$ cat src/rtl/hazard_if.sv
// Hazard controller bundle: decode/execute register usage and
// conditional-logic inputs in, per-stage stall/flush controls out.
interface hazard_if #(
  parameter int REG_W = 4
);
  logic [REG_W-1:0] ra1_d;
  logic [REG_W-1:0] ra2_d;
  logic [REG_W-1:0] wa_e;
  logic             mem_to_reg_e;
  logic             reg_write_e;
  logic             pc_write_d;
  logic             branch_taken;
  logic             pc_src_w;
  logic             mem_busy;
  logic             stall_f;
  logic             stall_d;
  logic             stall_e;
  logic             stall_m;
  logic             flush_d;
  logic             flush_e;
  logic [15:0]      stall_cnt;
  logic [15:0]      flush_cnt;

  modport master (
    output ra1_d, ra2_d, wa_e, mem_to_reg_e, reg_write_e,
    output pc_write_d, branch_taken, pc_src_w, mem_busy,
    input  stall_f, stall_d, stall_e, stall_m,
    input  flush_d, flush_e, stall_cnt, flush_cnt
  );

  modport slave (
    input  ra1_d, ra2_d, wa_e, mem_to_reg_e, reg_write_e,
    input  pc_write_d, branch_taken, pc_src_w, mem_busy,
    output stall_f, stall_d, stall_e, stall_m,
    output flush_d, flush_e, stall_cnt, flush_cnt
  );
endinterface

$ cat src/rtl/hazard_ctrl.sv
// Pipeline hazard controller: stall/flush sequencing for the 5-stage core.
// Optional perf counters built when HAZARD_PERF_EN is defined.
module hazard_ctrl #(
  parameter int REG_W      = 4,
  parameter int PCWAIT_CYC = 3
) (
  input logic     clk,
  input logic     reset,
  hazard_if.slave hz
);

  typedef enum logic [1:0] {
    RUN     = 2'd0,
    PCWAIT  = 2'd1,
    MEMWAIT = 2'd2
  } state_e;

  state_e     state_q, state_d, eff;
  logic [1:0] cnt_q, cnt_d;
  logic       saved_q, saved_d;
  logic       lu;
  logic       sf, sd, se, sm, fd, fe;

  // Load-use detection against the Execute destination.
  always_comb begin
    lu = hz.mem_to_reg_e & hz.reg_write_e &
         ((hz.ra1_d == hz.wa_e) | (hz.ra2_d == hz.wa_e));
  end

  // Next-state and stall/flush decode; MEMWAIT exit acts as saved state.
  always_comb begin
    state_d = state_q;
    cnt_d   = cnt_q;
    saved_d = saved_q;
    sf = 1'b0; sd = 1'b0; se = 1'b0; sm = 1'b0;
    fd = 1'b0; fe = 1'b0;
    eff = state_q;
    if (state_q == MEMWAIT)
      eff = saved_q ? PCWAIT : RUN;
    if (hz.mem_busy) begin
      sf = 1'b1; sd = 1'b1; se = 1'b1; sm = 1'b1;
      state_d = MEMWAIT;
      saved_d = (eff == PCWAIT);
    end else begin
      state_d = eff;
      unique case (eff)
        RUN: begin
          if (hz.branch_taken) begin
            fd = 1'b1;
            fe = 1'b1;
          end else if (hz.pc_write_d) begin
            sf = 1'b1;
            fd = 1'b1;
            cnt_d   = 2'(PCWAIT_CYC);
            state_d = PCWAIT;
          end else if (lu) begin
            sf = 1'b1;
            sd = 1'b1;
            fe = 1'b1;
          end
        end
        PCWAIT: begin
          sf = 1'b1;
          fd = 1'b1;
          if (hz.branch_taken) begin
            fe = 1'b1;
            state_d = RUN;
          end else if (hz.pc_src_w || cnt_q == 2'd1) begin
            sf = 1'b0;
            state_d = RUN;
          end else begin
            cnt_d = cnt_q - 2'd1;
          end
        end
        default: begin
          state_d = RUN;
        end
      endcase
    end
  end

  // State, wait counter and MEMWAIT return record.
  always_ff @(posedge clk or negedge reset) begin
    if (!reset) begin
      state_q <= RUN;
      cnt_q   <= 2'd0;
      saved_q <= 1'b0;
    end else begin
      state_q <= state_d;
      cnt_q   <= cnt_d;
      saved_q <= saved_d;
    end
  end

  assign hz.stall_f = reset & sf;
  assign hz.stall_d = reset & sd;
  assign hz.stall_e = reset & se;
  assign hz.stall_m = reset & sm;
  assign hz.flush_d = reset & fd;
  assign hz.flush_e = reset & fe;

`ifdef HAZARD_PERF_EN
  logic [15:0] stall_cnt_q, flush_cnt_q;

  // Saturating stall/flush cycle counters.
  always_ff @(posedge clk or negedge reset) begin
    if (!reset) begin
      stall_cnt_q <= 16'd0;
      flush_cnt_q <= 16'd0;
    end else begin
      if (sf && stall_cnt_q != 16'hFFFF)
        stall_cnt_q <= stall_cnt_q + 16'd1;
      if ((fd | fe) && flush_cnt_q != 16'hFFFF)
        flush_cnt_q <= flush_cnt_q + 16'd1;
    end
  end

  assign hz.stall_cnt = stall_cnt_q;
  assign hz.flush_cnt = flush_cnt_q;
`else
  assign hz.stall_cnt = 16'd0;
  assign hz.flush_cnt = 16'd0;
`endif

endmodule

$ cat src/flat_wrapper.sv
// flat-port wrapper written by rule: the top's interface ports become plain ports
module hazard_ctrl_flat 
#(
  parameter int REG_W      = 4,
  parameter int PCWAIT_CYC = 3
)
  (clk, reset, hz_ra1_d, hz_ra2_d, hz_wa_e, hz_mem_to_reg_e, hz_reg_write_e, hz_pc_write_d, hz_branch_taken, hz_pc_src_w, hz_mem_busy, hz_stall_f, hz_stall_d, hz_stall_e, hz_stall_m, hz_flush_d, hz_flush_e, hz_stall_cnt, hz_flush_cnt);
  hazard_if #(.REG_W(REG_W)) hz_i ();
  input logic clk;
  input logic reset;
  input wire logic [$bits(hz_i.ra1_d)-1:0] hz_ra1_d;
  input wire logic [$bits(hz_i.ra2_d)-1:0] hz_ra2_d;
  input wire logic [$bits(hz_i.wa_e)-1:0] hz_wa_e;
  input wire logic [$bits(hz_i.mem_to_reg_e)-1:0] hz_mem_to_reg_e;
  input wire logic [$bits(hz_i.reg_write_e)-1:0] hz_reg_write_e;
  input wire logic [$bits(hz_i.pc_write_d)-1:0] hz_pc_write_d;
  input wire logic [$bits(hz_i.branch_taken)-1:0] hz_branch_taken;
  input wire logic [$bits(hz_i.pc_src_w)-1:0] hz_pc_src_w;
  input wire logic [$bits(hz_i.mem_busy)-1:0] hz_mem_busy;
  output wire logic [$bits(hz_i.stall_f)-1:0] hz_stall_f;
  output wire logic [$bits(hz_i.stall_d)-1:0] hz_stall_d;
  output wire logic [$bits(hz_i.stall_e)-1:0] hz_stall_e;
  output wire logic [$bits(hz_i.stall_m)-1:0] hz_stall_m;
  output wire logic [$bits(hz_i.flush_d)-1:0] hz_flush_d;
  output wire logic [$bits(hz_i.flush_e)-1:0] hz_flush_e;
  output wire logic [$bits(hz_i.stall_cnt)-1:0] hz_stall_cnt;
  output wire logic [$bits(hz_i.flush_cnt)-1:0] hz_flush_cnt;
  assign hz_i.ra1_d = hz_ra1_d;
  assign hz_i.ra2_d = hz_ra2_d;
  assign hz_i.wa_e = hz_wa_e;
  assign hz_i.mem_to_reg_e = hz_mem_to_reg_e;
  assign hz_i.reg_write_e = hz_reg_write_e;
  assign hz_i.pc_write_d = hz_pc_write_d;
  assign hz_i.branch_taken = hz_branch_taken;
  assign hz_i.pc_src_w = hz_pc_src_w;
  assign hz_i.mem_busy = hz_mem_busy;
  assign hz_stall_f = hz_i.stall_f;
  assign hz_stall_d = hz_i.stall_d;
  assign hz_stall_e = hz_i.stall_e;
  assign hz_stall_m = hz_i.stall_m;
  assign hz_flush_d = hz_i.flush_d;
  assign hz_flush_e = hz_i.flush_e;
  assign hz_stall_cnt = hz_i.stall_cnt;
  assign hz_flush_cnt = hz_i.flush_cnt;
  hazard_ctrl #(.REG_W(REG_W), .PCWAIT_CYC(PCWAIT_CYC)) u_core (.clk(clk), .reset(reset), .hz(hz_i));
endmodule
$ cat config.mk
export PLATFORM = sky130hd
export DESIGN_NAME = hazard_ctrl_flat
export DESIGN_NICKNAME = d
export VERILOG_FILES = /design/src/rtl/hazard_if.sv /design/src/rtl/hazard_ctrl.sv /design/src/flat_wrapper.sv
export SDC_FILE = /design/constraint.sdc
export NUM_CORES = 1
export LEC_CHECK = 0
export ABC_AREA = 1
export CAP_MARGIN = 5
export CORE_MARGIN = 4
export CORE_UTILIZATION = 33
export CTS_CLUSTER_DIAMETER = 50
export CTS_CLUSTER_SIZE = 16
export DETAILED_ROUTE_END_ITERATION = 16
export PLACE_DENSITY_LB_ADDON = 0.3
export SLEW_MARGIN = 25
export SYNTH_ARGS = -nofsm -noshare
export SYNTH_HDL_FRONTEND = slang
export SYNTH_SLANG_ARGS = --single-unit
$ cat constraint.sdc
create_clock -name clk -period 2.1 [get_ports clk]
set_clock_uncertainty 0.2 [all_clocks]
set_input_delay 0.315 -clock clk [delete_from_list [all_inputs] [get_ports clk]]
set_output_delay 0.315 -clock clk [all_outputs]
set_load 0.01 [all_outputs]
==> results of run 1 <==
## layout make-up
class / count / area (um2) / area share, %
inverter: 22 / 85.08 / 8.597
tap: 27 / 33.78 / 3.413
clock buffer: 4 / 26.28 / 2.655
timing repair buffer: 33 / 297.8 / 30.09
sequential: 5 / 125.1 / 12.64
multi-input combinational: 93 / 421.7 / 42.60
## kinds of logic after synthesis
group	Yosys count	synth area share (%)
AO/OA/AOI/OAI	11	9.517
adder cells (fa/ha/maj)	1	1.669
buffers and inverters	56	44.91
flip-flops	5	16.69
other	1	0.5004
AND/OR/NAND/NOR	49	26.71
## synth_stat cells, drive strengths merged
cell / count / area share [%]
a21oi: 4 / 4.7
buf: 33 / 33
clkbuf: 1 / 0.50
conb: 1 / 0.50
dfrtp: 5 / 17
ha: 1 / 1.7
inv: 22 / 11
nand2: 38 / 20
nand3: 1 / 0.67
nand4: 2 / 1.7
nor2: 7 / 3.5
o21ai: 6 / 4.0
o22ai: 1 / 0.84
or2: 1 / 0.84
## worst max-delay path, stage by stage (launching register included)
cell and delay [ns]:
dfrtp_1 0.37, ha_1 0.19, or2_4 0.26, nand2_1 0.06, a21oi_1 0.07, a21oi_2 0.10, buf_2 0.13
## worst paths after layout
check / to / depth (start not counted) / slack, ns
min in group clk: u_core.saved_q / 2 / 0.31
max reg2reg: u_core.cnt_q[1] / 5 / 0.63
max in group asynchronous: u_core.state_q[0] / 2 / 1.51
min reg2reg: u_core.saved_q / 2 / 0.31
min: u_core.cnt_q[0] / 2 / 0.09
max: hz_stall_f / 6 / 0.17
## metrics by stage
step	area [um2]	total power, uW	setup TNS, ns
6_report	989.7	427.7	0
5_1_grt	989.7	464.6	0
4_1_cts	965.9	428.2	-0.007615
3_5_place_dp	958.4	325.8	-1.659
3_3_place_gp	958.4	317.7	-1.501
2_1_floorplan	865.8	277.2	0
## routing by layer
| layer | wire (um) | vias to the layer above | share of wire (%) | global-route usage, % |
|---|---|---|---|---|
| li1 | - | 367 | - | - |
| met1 | 595 | 299 | 37 | 10.46 |
| met2 | 843 | 29 | 53 | 17.74 |
| met3 | 149 | 2 | 9.3 | 2.088 |
| met4 | 8 | 0 | 0.50 | 5.903 |
| met5 | 0 | - | 0 | 0 |
## where the power goes
group / internal [uW] / switching (uW)
combinational: 86.5 / 111
clock: 71.6 / 36.4
sequential: 114 / 8.19
## flip-flops by register name, indices dropped and copies added, names as in the netlist
name / flops
u_core.cnt_q: 2
u_core.saved_q: 1
u_core.state_q: 2
## timing repair
action,in CTS,in global routing
pin swaps,0,4
resized for setup,25,9
endpoints found under the setup margin,6,3
hold buffers,0,0
==> flow_summary.yaml, run 1 <==
layout:
  final_cells: 184
  layout-drive-gt1-share_pct: 15.29
  mostFrequentLayoutCell: "nand2_1"
  filler_cell_count: 226
  mostFrequentLayoutCells: "nand2_1, conb_1, inv_1, dlygate4sd2_1, buf_4"
  area_delta_synth_final_pct: 32.05
  final_util_pct: 48.00
  layout.nets: 179
  num_antenna_cells: 0
synth:
  ys_warn_count: 0
  synth_cells: 123
  ys_seq_elements: 5
  synth_area_per_cell_um2: 6.093
  synth.distinct_cells: 20
  syn_area_um2: 749.5
  synth-seq-area-share_pct: 16.69
routing:
  routed_wl_mm: 1.596
  ant_nets: 0
  first_iter_violations: 1
  avgRoutedWirePerCell_um: 8.674
  first_pass_iters: 4
  drc: 0
  viasPerCell: 3.788
  num_vias: 697
clocking:
  tritoncts: "built"
  cts_buffers: 3
  post_cts_buffers: 0
  cts.clk_slew.worst_paths_ns: 0.04
  cts_sinks: 5
  cts-root-buf: "clkbuf_4"
  cts.path.max_buffers: 2
  htree_levels: 1
  clock_latency_ns: 0.24
die:
  start_util_pct: 36.35
  die_w_um: 55.66
  core_um2: 2062
  ios: 58
  num_rows: 16
  fp.dieH_um: 55.66
  die_area_um2: 3097
critical_path:
  r2r_start: "u_core.cnt_q[0]"
  cp_data_required_time_ns: 1.58
  crit_start: "u_core.cnt_q[0]"
  cp-end-kind: "output pin"
  cp-start-kind: "flip-flop"
  critPathMaxFanout: 2
  cp_data_arrival_time_ns: 1.42
  critPathKind: "reg2out"
power_and_ir_drop:
  p_leak_uw: 0.0006661
  power.density_nw_per_um2: 432.2
  ir_drop_mv: 0.2375
global_route:
  grt_pass1_wl_mm: 2.539
  grt_pass1_vias: 657
  grt-ovfl-total: 0
  grt_usage_pct: 9.885
  antenna_found_initial: 0
  grt_max_degree: 8
timing:
  rsz0062_at_grt: "false"
  finalWorstSetupSlack_ns: 0.1659
  fin_crit_ns: 1.934
  fmax_mhz: 517.0
  fin_crit_sh_pct: 92.10
  holdWs_ns: 0.08531
  finalMaxSlewViolations: 0
  setup_violations: 0
  finalHoldViolCount: 0
run_status:
  status: "complete, no violations"
placement:
  numPlacedInstances: 180
  port_buffers: 25
  hpwl_mm: 1.451
  place_worst_setup_slack_ns: -0.4767
  routabilityCongestion: 0.7346
worst_hold_path:
  hold_class: "in2async"
run:
  drv_cap: 0
Note: power is estimated with default switching activity, not from simulation.
==> run 2, diff against run 1 <==
Settings changed: CORE_ASPECT_RATIO set to 1.25, CTS_CLUSTER_SIZE 16 to not set, RECOVER_POWER set to 50.
==> run 2 against run 1 <==
Against the previous run:
- cell count rose by 1.6%
- combinational power fell by 6%
- non-clock buffer count fell by 1
- via count fell by 0.72%
- die area rose by 0.16%
- critical endpoint is now hz_flush_d
- largest cell class unchanged
==> flow_summary.yaml, run 2 (synthesis gave the netlist of run 1 again) <==
run_status:
  status: "complete, no violations"
die:
  num_rows: 19
  core_um2: 2187
  die_area_um2: 3102
  start_util_pct: 34.27
  die_w_um: 50.63
  ios: 58
  fp.dieH_um: 61.28
timing:
  finalHoldViolCount: 0
  finalMaxSlewViolations: 0
  fin_crit_sh_pct: 95.16
  setup_violations: 0
  finalWorstSetupSlack_ns: 0.1015
  fmax_mhz: 500.4
  fin_crit_ns: 1.998
global_route:
  grt_pass1_vias: 621
  antenna_found_initial: 0
  grt_usage_pct: 10.22
  grt_max_degree: 8
  grt_pass1_wl_mm: 2.401
  grt-ovfl-total: 0
clocking:
  tritoncts: "built"
  cts_sinks: 5
  cts.clk_slew.worst_paths_ns: 0.04
  cts.path.max_buffers: 2
  htree_levels: 1
  cts_buffers: 3
  cts-root-buf: "clkbuf_4"
  cts_hold_buf: 0
  clock_latency_ns: 0.24
  post_cts_buffers: 0
power_and_ir_drop:
  p_leak_uw: 0.0006475
  ir_drop_mv: 0.2585
  power.density_nw_per_um2: 435.3
critical_path:
  cp-start-kind: "input port"
  r2r_slack_ns: 0.45
  cp_data_required_time_ns: 1.58
  cp_data_arrival_time_ns: 1.48
  critPathMaxFanout: 3
  critPathKind: "in2out"
  cp-end-kind: "output pin"
  worst_r2r_path_depth: 8
placement:
  place_worst_setup_slack_ns: -0.4940
  hpwl_mm: 1.392
  port_buffers: 25
  numPlacedInstances: 183
  routabilityCongestion: 0.7510
routing:
  ant_nets: 0
  viasPerCell: 3.701
  avgRoutedWirePerCell_um: 8.246
  drc: 0
  num_vias: 692
  first_pass_iters: 4
  first_iter_violations: 18
  routed_wl_mm: 1.542
layout:
  mostFrequentLayoutCell: "nand2_1"
  layout.nets: 178
  layout-drive-gt1-share_pct: 11.54
  reg.largest.list: "u_core.cnt_q (2), u_core.state_q (2), u_core.saved_q (1)"
  final_cells: 187
  mostFrequentLayoutCells: "nand2_1, conb_1, inv_1, dlygate4sd2_1, nor2_1"
  area_delta_synth_final_pct: 27.88
  num_antenna_cells: 0
worst_hold_path:
  hold_class: "in2async"
run:
  drv_cap: 0
run 2: changes by cell type in the layout (fill, tap and decap cells not counted), sizes merged:
cell	before	now
clkdlybuf4s50	6	5
clkbuf	4	7
buf	11	7
dlygate4sd3	0	1
run 2: worst paths after layout:
check,start,endpoint
worst max-delay path,hz_mem_busy,hz_flush_d
worst max register to register,u_core.saved_q,u_core.cnt_q[0]
worst min-delay path,reset,u_core.cnt_q[0]
max in group asynchronous,reset,u_core.saved_q
worst min register to register,u_core.saved_q,u_core.saved_q
min in group clk,u_core.saved_q,u_core.saved_q
run 2: per-layer routing:
layer | vias up | GRT usage, % | wire, um
li1 | 367 | - | -
met1 | 291 | 9.426 | 494
met2 | 34 | 21.08 | 889
met3 | 0 | 1.695 | 158
met4 | 0 | 5.769 | 0
met5 | - | 0 | 0
run 2: where the power goes:
| part | switching, uW | internal (uW) |
|---|---|---|
| registers | 7.53 | 114 |
| logic | 105 | 82.4 |
| clock network | 37.0 | 71.7 |
run 2: per-stage QoR:
stage	hold slack, ns	setup TNS, ns	util (%)	area, um2	total power [uW]
finish	0.01339	0	43.82	958.4	417.2
global route	0.05050	-0.002613	43.82	958.4	454.7
CTS	0.02962	-0.003457	43.76	957.2	429.4
global placement	0.2981	-1.450	43.71	955.9	318.6
floorplan	-0.1806	0	-	865.8	277.2
detailed placement	0.3196	-1.509	43.71	955.9	324.6
run 2: critical path, cell delays in order:
cell and delay [ns]:
dlygate4sd3_1 0.58, inv_1 0.10, nand3_1 0.10, nor2_1 0.12, dlygate4sd2_1 0.28
run 2: what timing repair did:
action	CTS	global route
gates resized for setup	23	9
pin swaps	2	7
endpoints found under the setup margin	6	3
run 2: cell type report:
type,count,area (um2)
clock buffer,4,26.28
timing repair buffer,32,279.0
sequential,5,125.1
tap,31,38.79
inverter,22,85.08
multi-input combinational,93,404.1
fill,245,1229
==> run 3, diff against run 2 <==
Settings changed: CORE_ASPECT_RATIO 1.25 to not set, GPL_ROUTABILITY_DRIVEN set to 1.
==> run 3 against run 2 <==
Against the previous run:
- cell count decreased by 1.6%
- die area is 0.16% lower
- maximum frequency increased by 3.8%
- flip-flop and latch count is the same
- largest power group unchanged
- sequential share of layout area shrank 0.17 points
- combinational power is 2% higher
- critical path type is now reg2out
==> flow_summary.yaml, run 3 (synthesis gave the netlist of run 1 again) <==
clocking:
  cts_sinks: 5
  cts_buffers: 3
  cts_hold_buf: 0
  tritoncts: "built"
  cts.clk_slew.worst_paths_ns: 0.04
  post_cts_buffers: 0
  htree_levels: 1
  clock_latency_ns: 0.24
  cts-root-buf: "clkbuf_4"
  cts.path.max_buffers: 2
power_and_ir_drop:
  ir_drop_mv: 0.2380
  power.density_nw_per_um2: 433.9
  p_leak_uw: 0.0006576
run:
  drv_cap: 0
global_route:
  grt-ovfl-total: 0
  antenna_found_initial: 0
  grt_usage_pct: 9.885
  grt_pass1_wl_mm: 2.539
  grt_pass1_vias: 657
  grt_max_degree: 8
timing:
  finalMaxSlewViolations: 0
  fin_crit_ns: 1.925
  holdWs_ns: 0.07946
  rsz0062_at_grt: "false"
  fin_crit_sh_pct: 91.65
  setup_violations: 0
  finalHoldViolCount: 0
  fmax_mhz: 519.6
routing:
  routed_wl_mm: 1.609
  num_vias: 709
  ant_nets: 0
  first_iter_violations: 3
  first_pass_iters: 4
  avgRoutedWirePerCell_um: 8.745
  drc: 0
  viasPerCell: 3.853
critical_path:
  critPathKind: "reg2out"
  slowest_stage: "dfrtp_1"
  critPathBufInv: 1
  cp_data_required_time_ns: 1.58
  timing.rr.end: "u_core.cnt_q[1]"
  r2r_start: "u_core.cnt_q[0]"
  slowest_delay_ns: 0.37
  cp-end-kind: "output pin"
  path_cells: "ha_1 > or2_4 > nand2_1 > a21oi_1 > a21oi_2 > buf_2"
  worst_r2r_path_depth: 5
  critPathMaxFanout: 2
  cp_data_arrival_time_ns: 1.41
  cp-start-kind: "flip-flop"
  r2r_slack_ns: 0.46
  cp_top_family: "flip-flops"
layout:
  area_delta_synth_final_pct: 29.55
  final_cell_area_um2: 970.9
  filler_cell_count: 232
  reg.largest.list: "u_core.cnt_q (2), u_core.state_q (2), u_core.saved_q (1)"
  num_antenna_cells: 0
  mostFrequentLayoutCell: "nand2_1"
  layout.nets: 179
  mostFrequentLayoutCells: "nand2_1, conb_1, inv_1, dlygate4sd2_1, nor2_1"
  layout-drive-gt1-share_pct: 13.38
placement:
  placed_area_um2: 958.4
  port_buffers: 25
  routabilityCongestion: 0.7346
  hpwl_mm: 1.451
die:
  die_area_um2: 3097
  ios: 58
  die_w_um: 55.66
  num_rows: 16
  fp.dieH_um: 55.66
  core_um2: 2062
  start_util_pct: 36.35
worst_hold_path:
  hold_class: "in2async"
run_status:
  status: "complete, no violations"
==> run 3: area by class of cell <==
type	count	area (um2)	share of cell area (%)
Multi-Input combinational cell	93	410.4	42.27
Timing Repair Buffer	33	290.3	29.90
Sequential cell	5	125.1	12.89
Inverter	22	85.08	8.763
Tap cell	27	33.78	3.479
Clock buffer	4	26.28	2.706
==> run 3: how the worst max path moves through the flow <==
stage / startpoint / slack, ns / cells after the start / end
after global placement: hz_wa_e[0] / -0.45 / 12 / hz_stall_f
after global routing: hz_wa_e[2] / 0.05 / 12 / hz_stall_f
after CTS: hz_ra1_d[0] / -0.008 / 12 / hz_stall_f
final: u_core.cnt_q[0] / 0.18 / 6 / hz_stall_f
after detailed placement: hz_wa_e[0] / -0.48 / 12 / hz_stall_f
after floorplan: u_core.cnt_q[0] / 0.38 / 5 / hz_stall_f
==> run 3: routing by layer <==
| metal | share of wire, % | track usage (%) | wire [um] | up-vias |
|---|---|---|---|---|
| met4 | 0.50 | 5.903 | 8 | 0 |
| met1 | 37 | 10.46 | 588 | 307 |
| met2 | 53 | 17.74 | 849 | 31 |
| li1 | - | - | - | 369 |
| met3 | 10 | 2.088 | 163 | 2 |
| met5 | 0 | 0 | 0 | - |
==> run 3: per-stage QoR <==
stage | setup WS, ns | power, uW | utilization (%) | TNS [ns] | cells
finish | 0.1753 | 421.3 | 47.09 | 0 | 184
global route | 0.05077 | 457.4 | 47.09 | 0 | 184
CTS | -0.007615 | 428.2 | 46.84 | -0.007615 | 184
detailed placement | -0.4767 | 325.8 | 46.48 | -1.659 | 180
global placement | -0.4483 | 317.7 | 46.48 | -1.501 | 180
floorplan | 0.3827 | 277.2 | - | 0 | 154
==> run 3: report_power, final <==
group,internal (uW),leakage (uW),switching (uW),total (uW)
registers,114,0.0000615,8.47,122
logic,83.4,0.000581,107,191
clock network,71.7,0.0000150,37.0,109
==> run 3: repair_timing <==
action,CTS,global route
pin swaps,0,4
setup endpoints to repair,6,3
gates resized for setup,25,9
==> RTL change 1 (flow settings as in run 3) <==
Build with the macro `HAZARD_PERF_EN` defined.
--- a/src/rtl/hazard_ctrl.sv
+++ b/src/rtl/hazard_ctrl.sv
@@ -1,4 +1,6 @@
 // Pipeline hazard controller: stall/flush sequencing for the 5-stage core.
 // Optional perf counters built when HAZARD_PERF_EN is defined.
+`define HAZARD_PERF_EN
+
 module hazard_ctrl #(
   parameter int REG_W      = 4,
Function: changed (a bounded check fails within 4 cycles, from zero or initial values and one cycle with reset low).
==> RTL change 1 against run 3 <==
- synthesized cell count grew to 2.8 times the old value
- routed wire length grew to 3.8 times the old value
- sequential share of layout area is 14 points higher
- total power grew to 5.2 times the old value
- sequential cell count is 32 higher
- area after synthesis grew to 3.2 times the old value
- die area grew to 2.8 times the old value
- cell area grew to 3.5 times the old value
- via count grew to 3.4 times the old value
- critical path depth is 1 higher
- worst setup slack worse by 160 ps
- hold slack better by 240 ps
==> RTL change 1: results (changes against run 3) <==
INFO  metric routed_wl = 6110 µm (+280%)
INFO  metric ff2ff_path_depth = 10 (+5)
INFO  metric crit_path_max_fanout = 3 (+1)
INFO  metric h_tree_lvls = 2 (+1)
INFO  metric number_of_buffers_added_by_the_clock_tree_synthesis_step = 5 (+2)
INFO  metric met2_wl = 2870 µm (+240%)
INFO  metric finalWeightedCongestion = 0.880 (+20%)
INFO  metric critical_path_arrival = 1570 ps (+160 ps)
INFO  metric grt_max_degree = 38 (+30)
INFO  metric yosys-top-cells-count = sky130_fd_sc_hd__nand2_1, sky130_fd_sc_hd__dfrtp_1, sky130_fd_sc_hd__nand3_1
INFO  metric seqPwrFrac = 42.7% (+14 points)
INFO  metric run_status = finished, final reports clean
INFO  metric fin_worst_hold_slack = 319 ps (+239 ps)
INFO  metric cts.root.buffer_cell = sky130_fd_sc_hd__clkbuf_8
INFO  metric clock_power = 0.000501 W (+360%)
INFO  metric fin_cells = 527 (+190%)
INFO  metric dp.final_hpwl = 4600 µm (+220%)
INFO  metric leakage = 1.72 nW (+160%)
INFO  metric finish.net_count = 451 (+150%)
INFO  metric cell_internal_power_dissipation = 0.00146 W (+440%)
INFO  metric post_synth_fa_ha_maj_area_fraction = 1.55% (-0.12 points)
INFO  metric met3_capacity_usage_during_global_routing = 3.53% (+1.4 points)
INFO  metric design_power = 0.00219 W (+420%)
INFO  metric gr-usage-all-layers = 14.6% (+4.7 points)
INFO  metric post-place-cells = 513 (+190%)
INFO  metric clk_pin_slew = 70 ps (+30 ps)
INFO  metric post_synth_num_cell_types = 31 (+55%)
INFO  metric wl_met1 = 2810 µm (+380%)
INFO  metric detail_route.iter0.violations = 99 (+96)
INFO  metric syn-mean-instance-area = 7.14 µm² (+17%)
INFO  metric final_layout_size_suffix_gt1_share = 15.4% (+2.0 points)
INFO  metric met2_usage = 24.1% (+6.4 points)
INFO  metric met3WireLength = 355 µm (+120%)
INFO  metric hold_path.class = reg2reg
INFO  metric vias = 2392 (+240%)
## RTL change 1: worst reg2reg max path, stage by stage, from the launching register on
cell	delay, ps
sky130_fd_sc_hd__dfrtp_1	390
sky130_fd_sc_hd__buf_4	130
sky130_fd_sc_hd__nand2_1	90
sky130_fd_sc_hd__inv_1	60
sky130_fd_sc_hd__nor2_2	110
sky130_fd_sc_hd__inv_1	70
sky130_fd_sc_hd__buf_4	150
sky130_fd_sc_hd__a31oi_4	280
sky130_fd_sc_hd__buf_4	230
sky130_fd_sc_hd__nand3_1	80
sky130_fd_sc_hd__nand2_1	70
## RTL change 1: final timing paths
check,startpoint,endpoint
max in group asynchronous,reset,u_core.hz.flush_cnt[3]$_DFFE_PN0P_
min,u_core.hz.flush_cnt[7]$_DFFE_PN0P_,u_core.hz.flush_cnt[7]$_DFFE_PN0P_
max,u_core.state_q[1]$_DFF_PN0_,hz_flush_e
min reg2reg,u_core.hz.flush_cnt[7]$_DFFE_PN0P_,u_core.hz.flush_cnt[7]$_DFFE_PN0P_
max reg2reg,u_core.state_q[1]$_DFF_PN0_,u_core.hz.flush_cnt[13]$_DFFE_PN0P_
min in group asynchronous,reset,u_core.hz.flush_cnt[11]$_DFFE_PN0P_
## RTL change 1: timing repair
item	4_1_cts	5_1_grt
setup buffers	1	5
hold buffers	1	0
pin swaps	8	9
gates cloned	0	0
endpoints found under the hold margin	37	0
resized for setup	33	15
setup endpoints to repair	22	34
## RTL change 1: final cells by class
class                      count  area [µm²]
clock buffer                   7        86.3
fill                         752        3800
inverter                      36         135
multi-input combinational    258        1360
sequential                    37         926
tap                           99         124
timing repair buffer          90         781
==> RTL change 2 (settings of run 3) <==
Made on the original files. The 3 states of `state_e` get a one-hot encoding in 3 bits.
--- a/src/rtl/hazard_ctrl.sv
+++ b/src/rtl/hazard_ctrl.sv
@@ -10,8 +10,8 @@
 );
 
-  typedef enum logic [1:0] {
-    RUN     = 2'd0,
-    PCWAIT  = 2'd1,
-    MEMWAIT = 2'd2
+  typedef enum logic [2:0] {
+    RUN     = 3'b001,
+    PCWAIT  = 3'b010,
+    MEMWAIT = 3'b100
   } state_e;
 
Check against the original RTL: same outputs for any inputs over 10 cycles, from zero or initial values and one cycle with reset low; not proved beyond that.
==> RTL change 2 against run 3 <==
- total power grew 10%
- core utilization shrank 0.67 points
- critical path type unchanged
- largest cell class unchanged
- count of clock-buffer cells in the layout is the same
- synthesized cell count grew 12%
- worst setup slack lost 170 ps
- critical endpoint is now hz_flush_d
- sequential cell count grew 1
- via count grew 15%
- area after synthesis grew 15%
- global-route usage grew 0.34 points
- routed wire length grew 11%
- cell area grew 18%
==> RTL change 2: results (changes against run 3) <==
INFO  metric gr-usage-all-layers = 10.2% (+0.34 points)
INFO  metric seq-cell-share = 13.2% (+0.28 points)
INFO  metric buffers_excl_clock = 37 (+12%)
INFO  metric final_layout_size_suffix_gt1_share = 19.3% (+5.9 points)
INFO  metric placement.setup.worst_slack = -433 ps (+44.0 ps)
INFO  metric crit_path_max_fanout = 5 (+3)
INFO  metric design_power = 0.000464 W (+10%)
INFO  metric post-route-util = 46.4% (-0.67 points)
INFO  metric vias = 812 (+15%)
INFO  metric largestRegisters = u_core.state_q: 3 flops, u_core.cnt_q: 2 flops, u_core.saved_q: 1 flops
INFO  metric routed_wl = 1790 µm (+11%)
INFO  metric postPlaceCellArea = 1090 µm² (+14%)
INFO  metric syn-mean-instance-area = 6.27 µm² (+2.8%)
INFO  metric dp.final_hpwl = 1530 µm (+5.7%)
INFO  metric fin_cells = 206 (+12%)
INFO  metric pwr.group.sequential = 0.000146 W (+20%)
INFO  metric cell_internal_power_dissipation = 0.000294 W (+9.4%)
INFO  metric wl_met1 = 653 µm (+11%)
INFO  metric multi_input_comb_area = 509 µm² (+24%)
INFO  metric cts.sinks = 6 (+1)
INFO  metric synth_area_leaders = sky130_fd_sc_hd__buf_4, sky130_fd_sc_hd__nand2_1, sky130_fd_sc_hd__dfrtp_1
INFO  metric grt_pass1_wl = 2730 µm (+7.6%)
INFO  metric combinationalPowerShare = 43.1% (-2.1 points)
INFO  metric period_needed = 2090 ps (+166 ps)
INFO  metric ff2ff_path_depth = 11 (+6)
INFO  metric met3WireLength = 154 µm (-5.5%)
INFO  metric detail_route.iter0.violations = 14 (+11)
INFO  metric yosys-top-cells-count = sky130_fd_sc_hd__nand2_1, sky130_fd_sc_hd__buf_4, sky130_fd_sc_hd__inv_1
INFO  metric grt_max_degree = 7 (-1)
INFO  metric fin_worst_hold_slack = 263 ps (+183 ps)
INFO  metric seq_area_frac_synth = 17.5% (+0.82 points)
INFO  metric post_synth_num_cell_types = 24 (+20%)
INFO  metric met2_usage = 19.0% (+1.3 points)
INFO  metric clkCellAreaFrac = 2.29% (-0.42 points)
INFO  metric critical_path_capture_point = hz_flush_d
INFO  metric comb.multi_input.count = 107 (+15%)
INFO  metric timing.rr.end = u_core.cnt_q[0]$_DFFE_PN0P_
INFO  metric rrSetupSlack = 400 ps (-60 ps)
INFO  metric grt_pass1_vias = 694 (+5.6%)
INFO  metric run_status = finished, final reports clean
INFO  metric max-vdd-ir-drop = 0.000323 V (+36%)
INFO  metric critical_path_arrival = 1580 ps (+170 ps)
INFO  metric cellPowerDensity = 403 nW/µm² (-7.1%)
INFO  metric finalWeightedCongestion = 0.708 (-3.7%)
INFO  metric leakage = 0.761 nW (+16%)
==> RTL change 2: critical path, stage by stage, from the launching register on <==
cell,delay (ps)
sky130_fd_sc_hd__dfstp_2,550
sky130_fd_sc_hd__nor2_2,50
sky130_fd_sc_hd__nand3_2,70
sky130_fd_sc_hd__nand3_2,80
sky130_fd_sc_hd__nor2_4,160
sky130_fd_sc_hd__nor2_1,70
sky130_fd_sc_hd__nor3_1,180
sky130_fd_sc_hd__buf_2,160
==> RTL change 2: kinds of logic (layout without fill, tap and decap cells) <==
group	after synthesis	in the layout	synth area share (%)
AOI/OAI and AO/OA	9	9	5.79
xor gates and xnor gates	1	1	1.01
adders and majority gates	1	1	1.45
buffers and inverters	56	63	38.6
DFF	6	6	17.5
other	1	32	0.434
and+or+nand+nor	64	64	35.2
==> RTL change 2: timing repair <==
item | CTS | global route
pin swaps | 2 | 6
buffers inserted | 1 | 1
hold buffers | 0 | 0
gates resized for setup | 20 | 11
endpoints found under the setup margin | 6 | 4
